`src/rtl/mem_port_arbiter_pkg.sv`:
```
// Shared types and constants for the unified-memory port arbiter.
// Requester ids select which busy state a grant leads to.
package mem_port_arbiter_pkg;

  typedef enum logic [1:0] {
    IDLE   = 2'd0,
    BUSY_I = 2'd1,
    BUSY_D = 2'd2
  } arbState_e;

  localparam logic REQ_I = 1'b0;
  localparam logic REQ_D = 1'b1;

  // Fetches always read the whole word; sliced down to the real byte-enable width.
  localparam int MAX_BE_W = 16;
  localparam logic [MAX_BE_W-1:0] FETCH_BE_ALL = '1;

  function automatic arbState_e busyStateFor(input logic reqId);
    return (reqId == REQ_D) ? BUSY_D : BUSY_I;
  endfunction

endpackage

```
`src/rtl/mem_arb_timer.sv`:
```
// Counts busy cycles without an ack; expired marks the last cycle before abort.
// A TIMEOUT of zero disables expiry entirely.
module mem_arb_timer #(
  parameter int TIMEOUT = 64
) (
  input  logic clk,
  input  logic reset,
  input  logic clear,
  input  logic enable,
  output logic expired
);

  localparam int CW = (TIMEOUT > 1) ? $clog2(TIMEOUT) : 1;
  localparam logic [CW-1:0] LAST = CW'((TIMEOUT > 0) ? (TIMEOUT - 1) : 0);

  logic [CW-1:0] count;

  assign expired = (TIMEOUT != 0) && enable && (count == LAST);

  // Hold at the last value on expiry; the owner clears us once it returns to idle.
  always_ff @(posedge clk) begin
    if (!reset || clear) begin
      count <= '0;
    end else if (enable && !expired) begin
      count <= count + CW'(1);
    end
  end

endmodule

```
`src/rtl/mem_port_arbiter.sv`:
```
// Arbitrates one single-port memory between instruction fetch and the data stage.
// Data has priority, bounded by a streak limit so a waiting fetch cannot starve.
module mem_port_arbiter
  import mem_port_arbiter_pkg::*;
#(
  parameter int AW           = 32,
  parameter int DW           = 32,
  parameter int MAX_D_STREAK = 4,
  parameter int TIMEOUT      = 64
) (
  input  logic            clk,
  input  logic            reset,
  input  logic            if_req,
  input  logic [AW-1:0]   if_addr,
  output logic            if_done,
  output logic [DW-1:0]   if_rdata,
  input  logic            d_req,
  input  logic            d_we,
  input  logic [AW-1:0]   d_addr,
  input  logic [DW-1:0]   d_wdata,
  input  logic [DW/8-1:0] d_be,
  output logic            d_done,
  output logic [DW-1:0]   d_rdata,
  output logic            stall_if,
  output logic            stall_d,
  output logic            mem_req,
  output logic            mem_we,
  output logic [AW-1:0]   mem_addr,
  output logic [DW-1:0]   mem_wdata,
  output logic [DW/8-1:0] mem_be,
  input  logic            mem_ack,
  input  logic [DW-1:0]   mem_rdata,
  output logic            err
);

  localparam int BW = DW / 8;
  localparam logic [3:0] STREAK_MAX = 4'(MAX_D_STREAK);

  arbState_e  state, nextState;
  logic [3:0] streak, streakNext;
  logic       effIfReq, effDReq;
  logic       grantI, grantD, finishI, finishD;
  logic       busy, timedOut;

  // A requester seeing its own done pulse is still holding req; that cycle does not count.
  assign effIfReq = if_req & ~if_done;
  assign effDReq  = d_req & ~d_done;
  assign busy     = (state != IDLE);

  assign stall_if = if_req & ~if_done;
  assign stall_d  = d_req & ~d_done;

  mem_arb_timer #(
    .TIMEOUT(TIMEOUT)
  ) ackTimer (
    .clk    (clk),
    .reset  (reset),
    .clear  (~busy),
    .enable (busy & ~mem_ack),
    .expired(timedOut)
  );

  always_comb begin
    nextState  = state;
    grantI     = 1'b0;
    grantD     = 1'b0;
    finishI    = 1'b0;
    finishD    = 1'b0;
    streakNext = streak;
    case (state)
      IDLE: begin
        if (effDReq && !(effIfReq && streak == STREAK_MAX)) begin
          grantD    = 1'b1;
          nextState = busyStateFor(REQ_D);
        end else if (effIfReq) begin
          grantI    = 1'b1;
          nextState = busyStateFor(REQ_I);
        end
      end
      BUSY_I: begin
        if (mem_ack || timedOut) begin
          finishI   = 1'b1;
          nextState = IDLE;
        end
      end
      BUSY_D: begin
        if (mem_ack || timedOut) begin
          finishD   = 1'b1;
          nextState = IDLE;
        end
      end
      default: nextState = IDLE;
    endcase
    if (!if_req || grantI) begin
      streakNext = '0;
    end else if (grantD && streak != STREAK_MAX) begin
      streakNext = streak + 4'd1;
    end
  end

  // Bus registers only move on a grant or a finish, so they stay stable while busy.
  always_ff @(posedge clk) begin
    if (!reset) begin
      state     <= IDLE;
      streak    <= '0;
      mem_req   <= 1'b0;
      mem_we    <= 1'b0;
      mem_addr  <= '0;
      mem_wdata <= '0;
      mem_be    <= '0;
      if_done   <= 1'b0;
      d_done    <= 1'b0;
      if_rdata  <= '0;
      d_rdata   <= '0;
      err       <= 1'b0;
    end else begin
      state   <= nextState;
      streak  <= streakNext;
      if_done <= finishI;
      d_done  <= finishD;
      if (grantD) begin
        mem_req   <= 1'b1;
        mem_we    <= d_we;
        mem_addr  <= d_addr;
        mem_wdata <= d_wdata;
        mem_be    <= d_be;
      end else if (grantI) begin
        mem_req   <= 1'b1;
        mem_we    <= 1'b0;
        mem_addr  <= if_addr;
        mem_wdata <= '0;
        mem_be    <= FETCH_BE_ALL[BW-1:0];
      end else if (finishI || finishD) begin
        mem_req <= 1'b0;
        mem_we  <= 1'b0;
      end
      if (finishI) begin
        if_rdata <= mem_ack ? mem_rdata : '0;
      end
      if (finishD) begin
        d_rdata <= mem_ack ? mem_rdata : '0;
      end
      if (timedOut) begin
        err <= 1'b1;
      end
    end
  end

endmodule

```
`config.mk`:
```
export PLATFORM = sky130hd
export DESIGN_NAME = mem_port_arbiter
export DESIGN_NICKNAME = d
export VERILOG_FILES = /design/src/rtl/mem_port_arbiter_pkg.sv /design/src/rtl/mem_arb_timer.sv /design/src/rtl/mem_port_arbiter.sv
export SDC_FILE = /design/constraint.sdc
export NUM_CORES = 1
export LEC_CHECK = 0
export BUFFER_PORTS_ARGS = -buffer_cell sky130_fd_sc_hd__buf_2
export CORE_MARGIN = 3
export CORE_UTILIZATION = 51
export DETAILED_ROUTE_END_ITERATION = 10
export PLACE_DENSITY = 0.86
export SYNTH_ARGS = -nofsm -noshare
export SYNTH_HDL_FRONTEND = slang
export SYNTH_SLANG_ARGS = --single-unit
export TNS_END_PERCENT = 10
```
`constraint.sdc`:
```
create_clock -name clk -period 3.7 [get_ports clk]
set_clock_uncertainty 0.05 [all_clocks]
set_input_delay 0.185 -clock clk [delete_from_list [all_inputs] [get_ports clk]]
set_output_delay 0.185 -clock clk [all_outputs]
set_load 0.02 [all_outputs]
```
==> reports/metrics.yaml, run 1 <==
status:
  status: "completed"
worst_setup_path:
  worst-path-buf-inv: 3
  cp.depth: 8
  cpMaxStageDelayCell: "dlygate4sd3_1"
  max_stage_delay_ns: 0.56
  endpoint: "mem_addr[9]$_SDFFE_PN0P_"
  r2r_setup_slack_ns: 0.89
  worstSetupPathType: "reg -> reg"
  path_cells: "inv_1, ha_1, nand3b_1, a21oi_4, buf_12, nor3_1, nor3_2, dlygate4sd3_1"
  cp_max_fo: 56
  r2r-start: "state[0]$_SDFFE_PN0P_"
  r2r-end: "mem_addr[9]$_SDFFE_PN0P_"
  startpoint: "state[0]$_SDFFE_PN0P_"
  cp_data_arrival_time_ns: 3.12
  cp-end-kind: "flop"
  cp_top_family: "buffers and inverters"
  cp-start-kind: "flop"
  crit_required_ns: 4.02
  worstRegToRegCells: 8
drt:
  post_drt_wl_per_cell_um: 19.0
  first_pass_iters: 6
  vias: 6734
  drt_wl_total_mm: 22.2
  final_antenna_net_count: 0
  via_per_inst: 5.75
  drc: 0
  drtIter0Drc: 788
cells_and_area:
  fillerInstances: 717
  drive_gt1_share_pct: 34.7
  regArea_mm2: 0.00298
  multi_input_area_mm2: 0.00281
  area_growth_pct: 46.3
  final_cells: 1171
  fin_util_pct: 77.6
  nets: 1159
  num_antenna_cells: 0
clocking:
  clk_latency_ns: 0.42
  post_cts_buffers: 0
  clockBufferDepth: 2
  path_clk_slew_ns: 0.06
  cts.sinks: 149
  htreeDepth: 4
  cts_tree: "built"
  cts-hold-fix-buffers: 88
  cts-buffers-inserted: 17
  cts_root_buf: "clkbuf_16"
  cts_resized: 0
floorplanning:
  core-area_mm2: 0.0116
  die_h_um: 116
  fp-row-count: 39
  initial_core_util_pct: 53.0
  io_pins: 277
  fp.dieW_um: 116
  dieArea_mm2: 0.0134
synthesis:
  yosys_warnings: 0
  synth-edff-count: 0
  yosysSeqAreaShare_pct: 48.6
  synth_area_per_cell_um2: 8.98
  syn_area_mm2: 0.00613
  syn-num-nets: 827
  syn_inst: 683
  synthArstFlopShare_pct: 0
  ys.flop_type: "dfxtp_1"
  synth.distinct_cells: 39
  ys_ff_latch: 149
placement:
  gp_congestion: 0.829
  place_inst: 1051
  io_buffers: 276
  place_ws_ns: 1.34
  dp_hpwl_mm: 12.2
power_and_ir_drop:
  peakVddDrop_uv: 368
  finalPower_mw: 4.65
  p_int_mw: 3.23
  combPwrFrac_pct: 21.4
  p_clk_share_pct: 39.7
  p_sw_share_pct: 30.5
  seqPwrFrac_pct: 38.9
  p_per_area_mw_per_mm2: 518
  cellLeakagePower_nw: 4.02
  switching_power_mw: 1.42
timing:
  layout_setup_ws_ns: 0.892
  hold_viol: 0
  fin_tns_setup_ns: 0
  slew_violations: 0
  tightestPinTransition_ns: 0.975
  rsz0062_at_grt: "false"
  finalSetupViolCount: 0
  maxSlewHeadroom_pct: 35.0
  min_period_over_period_pct: 75.9
  fmax_mhz: 356
  min_period_ns: 2.81
global_route:
  grt_max_degree: 120
  grt_usage_pct: 32.4
  grt_pass1_wl_mm: 34.0
  overflow: 0
  first_global_vias: 6664
  antenna_found_initial: 0
worst_hold_path:
  hp-class: "in -> reg"
flow_run:
  drv_cap: 0
## cell usage after synthesis (all sizes together) (2+ instances only)
cell type  count  share of area [%]
nand2b         2               0.20
buf           33                3.7
a21boi        66                8.1
inv            9               0.55
a21o           2               0.24
nand3          7               0.65
o211ai         4               0.49
and3           3               0.31
xor2           4               0.57
clkbuf        26                1.6
nor2          45                2.8
a21oi          3               0.31
xnor2          3               0.43
nor2b         33                3.4
o22ai          2               0.20
nand2         71                4.3
nand3b         2               0.24
a22oi         32                3.9
nor3          66                7.8
o21ai        104                8.5
dfxtp        149                 49
o221a          4               0.73
o21a           2               0.37
ha             6                1.2
## power groups by stage
stage / clock, mW / combinational (mW) / sequential, mW
detailed placement: 0 / 0.874 / 1.83
global route: 1.92 / 1.06 / 1.82
CTS: 1.86 / 0.953 / 1.79
global placement: 0 / 0.866 / 1.82
finish: 1.85 / 0.995 / 1.81
floorplan: 0 / 0.432 / 1.98
## final cells by class
class	instances	share of cell area (%)
flip-flops and latches	149	33.2
clock buffers	17	4.74
repair buffers	372	26.0
clock inverters	15	2.27
multi-input cells	466	31.3
well taps	143	1.99
inverters	9	0.376
## how the worst min path moves through the flow
stage | slack (ns) | depth (start not counted) | startpoint | to
after floorplan | 0.27 | 2 | mem_rdata[22] | d_rdata[22]$_SDFFE_PN0P_
after global placement | 0.39 | 3 | mem_rdata[27] | if_rdata[27]$_SDFFE_PN0P_
after detailed placement | 0.39 | 3 | mem_rdata[21] | if_rdata[21]$_SDFFE_PN0P_
after CTS | 0.00005 | 3 | d_addr[1] | mem_addr[1]$_SDFFE_PN0P_
after global routing | 0.02 | 3 | d_addr[24] | mem_addr[24]$_SDFFE_PN0P_
final | 0.02 | 3 | if_addr[16] | mem_addr[16]$_SDFFE_PN0P_
## logic make-up (layout without fill, tap and decap cells)
logic type	Yosys count	count (layout)	share of synthesized area [%]
simple gates	232	232	20.1
flops	149	149	48.6
fa+ha+maj	6	6	1.22
buf+inv	68	413	5.83
compound gates	221	221	23.2
xor+xnor	7	7	1.00
## layout by cell type, fill, tap and decap left out, types with 6 or more instances in the layout
cell and n:
dfxtp_1 149, nor3_2 30, a22oi_1 32, nor3_1 36, buf_4 8, o21ai_1 40
nor2b_1 33, nand2_1 71, ha_1 6, a21boi_0 24, a21boi_1 42, clkbuf_16 17
inv_1 9, buf_2 275, nor2_1 43, dlygate4sd3_1 88, o21ai_0 63, nand3_1 6
## flip-flops by register name, indices dropped and copies added (netlist names)
name / cells
mem_be: 4
if_done: 1
mem_req: 1
d_rdata: 32
if_rdata: 32
streak: 4
state: 2
err: 1
mem_we: 1
ackTimer.count: 6
d_done: 1
mem_addr: 32
mem_wdata: 32
## metal layers
layer	global-route usage, %	vias to the layer above	wire [um]
li1	-	3038	-
met1	36.3	3125	8110
met2	54.6	469	10700
met3	8.67	102	2090
met4	20.3	0	1320
met5	0.370	-	0
## worst min-delay path: stages
cell    delay (ns)
buf_2         0.08
nor3_1        0.05
nor3_2        0.13
## stage by stage
step / area [um2] / hold WS (ns)
global placement: 7470 / 0.390
global route: 8980 / 0.0198
CTS: 8980 / 0.0000479
floorplan: 6130 / 0.270
finish: 8980 / 0.0179
detailed placement: 7470 / 0.393
Power figures use the tool's default switching activity.
==> inputs of run 2 (changes only) <==
- ABC_AREA: unset -> 1
- CORE_UTILIZATION: 51 -> 47
- PLACE_DENSITY: 0.86 -> 0.8
- clock period: 3.7 -> 2.7 ns (I/O delays scaled with it)
==> run 2 against run 1 <==
Maximum frequency up 11%. Synthesized cell count up 22%. Register-to-register slack worse by 0.71 ns. Via count up 12%. First-iteration DRC count up 4.1%. Worst hold slack better by 0.015 ns. Non-clock buffer count up 48. Combinational power up 45%. Utilization down 0.92 points. Largest cell class unchanged.
==> reports/metrics.yaml, run 2 <==
worst_setup_path:
  cpMostUsedCell: "nand2_1"
  worstSetupPathType: "reg -> reg"
  path_cells: "inv_1, ha_1, nand2_1, nor2_2, nand2_1, nand3_2, inv_4, buf_12, nand2_1, nand3_1, dlygate4sd3_1, nand2_1, inv_1"
  cpMaxStageDelayCell: "dlygate4sd3_1"
  cp-start-kind: "flop"
  cp_data_arrival_time_ns: 2.84  # -0.28 ns
  crit_required_ns: 3.02  # -1.00 ns
  worstRegToRegCells: 13  # +5
  max_stage_delay_ns: 0.56  # about the same
  startpoint: "streak[0]$_SDFFE_PP0P_"
  cp-end-kind: "flop"
  cp_max_fo: 49  # -13%
  r2r-start: "streak[0]$_SDFFE_PP0P_"
clocking:
  path_clk_slew_ns: 0.06  # about the same
  cts_root_buf: "clkbuf_16"
  post_cts_buffers: 0  # unchanged
  cts_tree: "built"
  cts-buffers-inserted: 17  # unchanged
  clockBufferDepth: 2  # unchanged
  clk_latency_ns: 0.42  # about the same
  htreeDepth: 4  # unchanged
  cts.sinks: 149  # unchanged
synthesis:
  synth_top_cell_by_area: "dfxtp_1"
  synthXorXnorAreaFrac_pct: 0.432  # -0.57 points
  synth-edff-count: 0  # unchanged
  yosysTopAreaCellShare_pct: 49.1  # +0.43 points
  synth_fa_ha_area_share_pct: 1.23  # +0.011 points
  synth.distinct_cells: 26  # -33%
  syn_area_mm2: 0.00608  # -0.88%
  synth_top_family_by_area: "simple AND/OR/NAND/NOR gates"
  yosys_warnings: 0  # unchanged
  synth_common_cells: "nand2_1, dfxtp_1, a21oi_1"
  synth-compound-area-share_pct: 9.98  # -13 points
  synth_area_per_cell_um2: 7.29  # -19%
  ys_top_cells_by_area: "dfxtp_1, nand2_1, a21oi_1"
  syn-num-nets: 978  # +18%
  syn_inst: 834  # +22%
  synthArstFlopShare_pct: 0  # unchanged
  synthMuxAreaShare_pct: 0  # unchanged
  ys_ff_latch: 149  # unchanged
  ys.flop_type: "dfxtp_1"
  yosysSeqAreaShare_pct: 49.1  # +0.43 points
  yosysMostFrequentCell: "nand2_1"
  synthSimpleGateAreaFrac_pct: 30.7  # +11 points
global_route:
  antenna_found_initial: 1  # +1
  met1_usage_pct: 36.0  # -0.26 points
  grt_usage_pct: 33.4  # +1.0 points
  use_met3_pct: 11.0  # +2.4 points
  grtUsageMet2_pct: 56.4  # +1.7 points
  overflow: 0  # unchanged
  first_global_vias: 7444  # +12%
  grt_max_degree: 62  # -48%
  grt_pass1_wl_mm: 38.0  # +12%
  top_usage_layer: "met2"
power_and_ir_drop:
  p_clk_share_pct: 39.6  # about the same
  finalPower_mw: 6.43  # +38%
  peakVddDrop_uv: 501  # +36%
  seqPwrFrac_pct: 38.1  # -0.8 points
  cellLeakagePower_nw: 4.58  # +14%
  combPwrFrac_pct: 22.3  # +0.9 points
  p_int_mw: 4.50  # +39%
  p_sw_share_pct: 30.0  # -0.50 points
  p_per_area_mw_per_mm2: 681  # +32%
  switching_power_mw: 1.93  # +36%
cells_and_area:
  nets: 1359  # +17%
  drive_gt1_share_pct: 26.8  # -7.9 points
  area_growth_pct: 55.3
  regArea_mm2: 0.00298  # unchanged
  final_common_cell: "buf_2"
  mostFrequentLayoutCells: "buf_2, nand2_1, dfxtp_1"
  fillerInstances: 744  # +3.8%
  multi_input_area_mm2: 0.00257  # -8.5%
floorplanning:
  initial_core_util_pct: 49.4  # -3.7 points
  io_pins: 277  # unchanged
  dieArea_mm2: 0.0143  # +7.2%
  fp.dieW_um: 120  # +3.5%
  core-area_mm2: 0.0123  # +6.5%
  fp-row-count: 40  # +2.6%
  die_h_um: 120  # +3.5%
drt:
  post_drt_wl_per_cell_um: 17.6  # -7.0%
  drc: 0  # unchanged
  final_antenna_net_count: 0  # unchanged
  first_pass_iters: 7  # +1
  via_per_inst: 5.38  # -6.4%
  drtIter0Drc: 820  # +4.1%
  vias: 7518  # +12%
  drt_wl_total_mm: 24.6  # +11%
worst_hold_path:
  min_from: "if_req"
  hp-class: "in -> reg"
  holdPathStages: 3  # unchanged
timing:
  finalSetupViolCount: 0  # unchanged
  tightestPinTransition_ns: 0.666  # -0.309 ns
  rsz0062_at_grt: "false"
  slew_violations: 0  # unchanged
  layout_setup_ws_ns: 0.179  # -0.713 ns
  min_period_ns: 2.52  # -0.287 ns
  maxSlewHeadroom_pct: 55.6  # +21 points
  fmax_mhz: 397  # +11%
  hold_viol: 0  # unchanged
  fin_tns_setup_ns: 0  # unchanged
  min_period_over_period_pct: 93.4  # +17 points
placement:
  dp_hpwl_mm: 12.4  # +2.2%
  io_buffers: 276  # unchanged
  gp_congestion: 0.832  # +0.37%
  place_ws_ns: 0.794  # -0.549 ns
flow_run:
  drv_cap: 0  # unchanged
status:
  status: "completed"
## run 2: final cells by class
type	instances	share of cell area, %
flip-flops and latches	149	31.6
clock buffers	18	4.65
inverters	51	2.08
repair buffers	420	30.1
diodes	1	0.0265
clock inverters	14	2.11
multi-input cells	576	27.3
well taps	168	2.23
## run 2: final timing paths
check,slack [ns],end
worst max-delay path,0.18,mem_addr[2]$_SDFFE_PN0P_
worst min register to register,0.41,err$_SDFFE_PN0P_
worst min-delay path,0.03,streak[3]$_SDFFE_PP0P_
worst max register to register,0.18,mem_addr[2]$_SDFFE_PN0P_
## run 2: metal layers
layer	vias up	share of wire (%)
met5	-	0
met4	0	6.9
met3	136	10
met2	571	48
met1	3395	35
li1	3416	-
## run 2: cells by family (layout without fill, tap and decap cells)
| logic type | after synthesis | count (layout) |
|---|---|---|
| adder cells (fa/ha/maj) | 6 | 6 |
| other | 0 | 1 |
| XOR/XNOR | 3 | 3 |
| AO/OA/AOI/OAI | 120 | 120 |
| AND/OR/NAND/NOR | 447 | 447 |
| buffers and inverters | 109 | 503 |
| flip-flops | 149 | 149 |
## run 2: metrics by stage
step / cell area, um2 / hold slack (ns) / cells / utilization [%]
final: 9440 / 0.0326 / 1397 / 76.7
after global routing: 9440 / 0.0383 / 1397 / 76.7
after CTS: 9440 / 0.00982 / 1396 / 76.7
after detailed placement: 7450 / 0.339 / 1229 / 60.5
after global placement: 7450 / 0.337 / 1229 / 60.5
after floorplan: 6080 / 0.206 / 834 / -
## run 2: critical path: cells and delay by family (launching register included)
kind	cells	cell delay, ns
buffers and inverters	5	1.18
adders and majority gates	1	0.20
and+or+nand+nor	7	0.66
DFF	1	0.38
## run 2: power groups by stage
stage                     clock [mW]  sequential [mW]  combinational (mW)
final                           2.55             2.45                1.44
after global routing            2.67             2.46                1.53
after CTS                       2.56             2.43                1.32
after detailed placement           0             2.47                1.09
after global placement             0             2.47                1.08
after floorplan                    0             2.66               0.549
## run 2: what timing repair did
action	CTS	global route
endpoints found under the hold margin	133	0
endpoints found under the setup margin	0	1
gates resized for setup	0	2
hold buffers	135	0
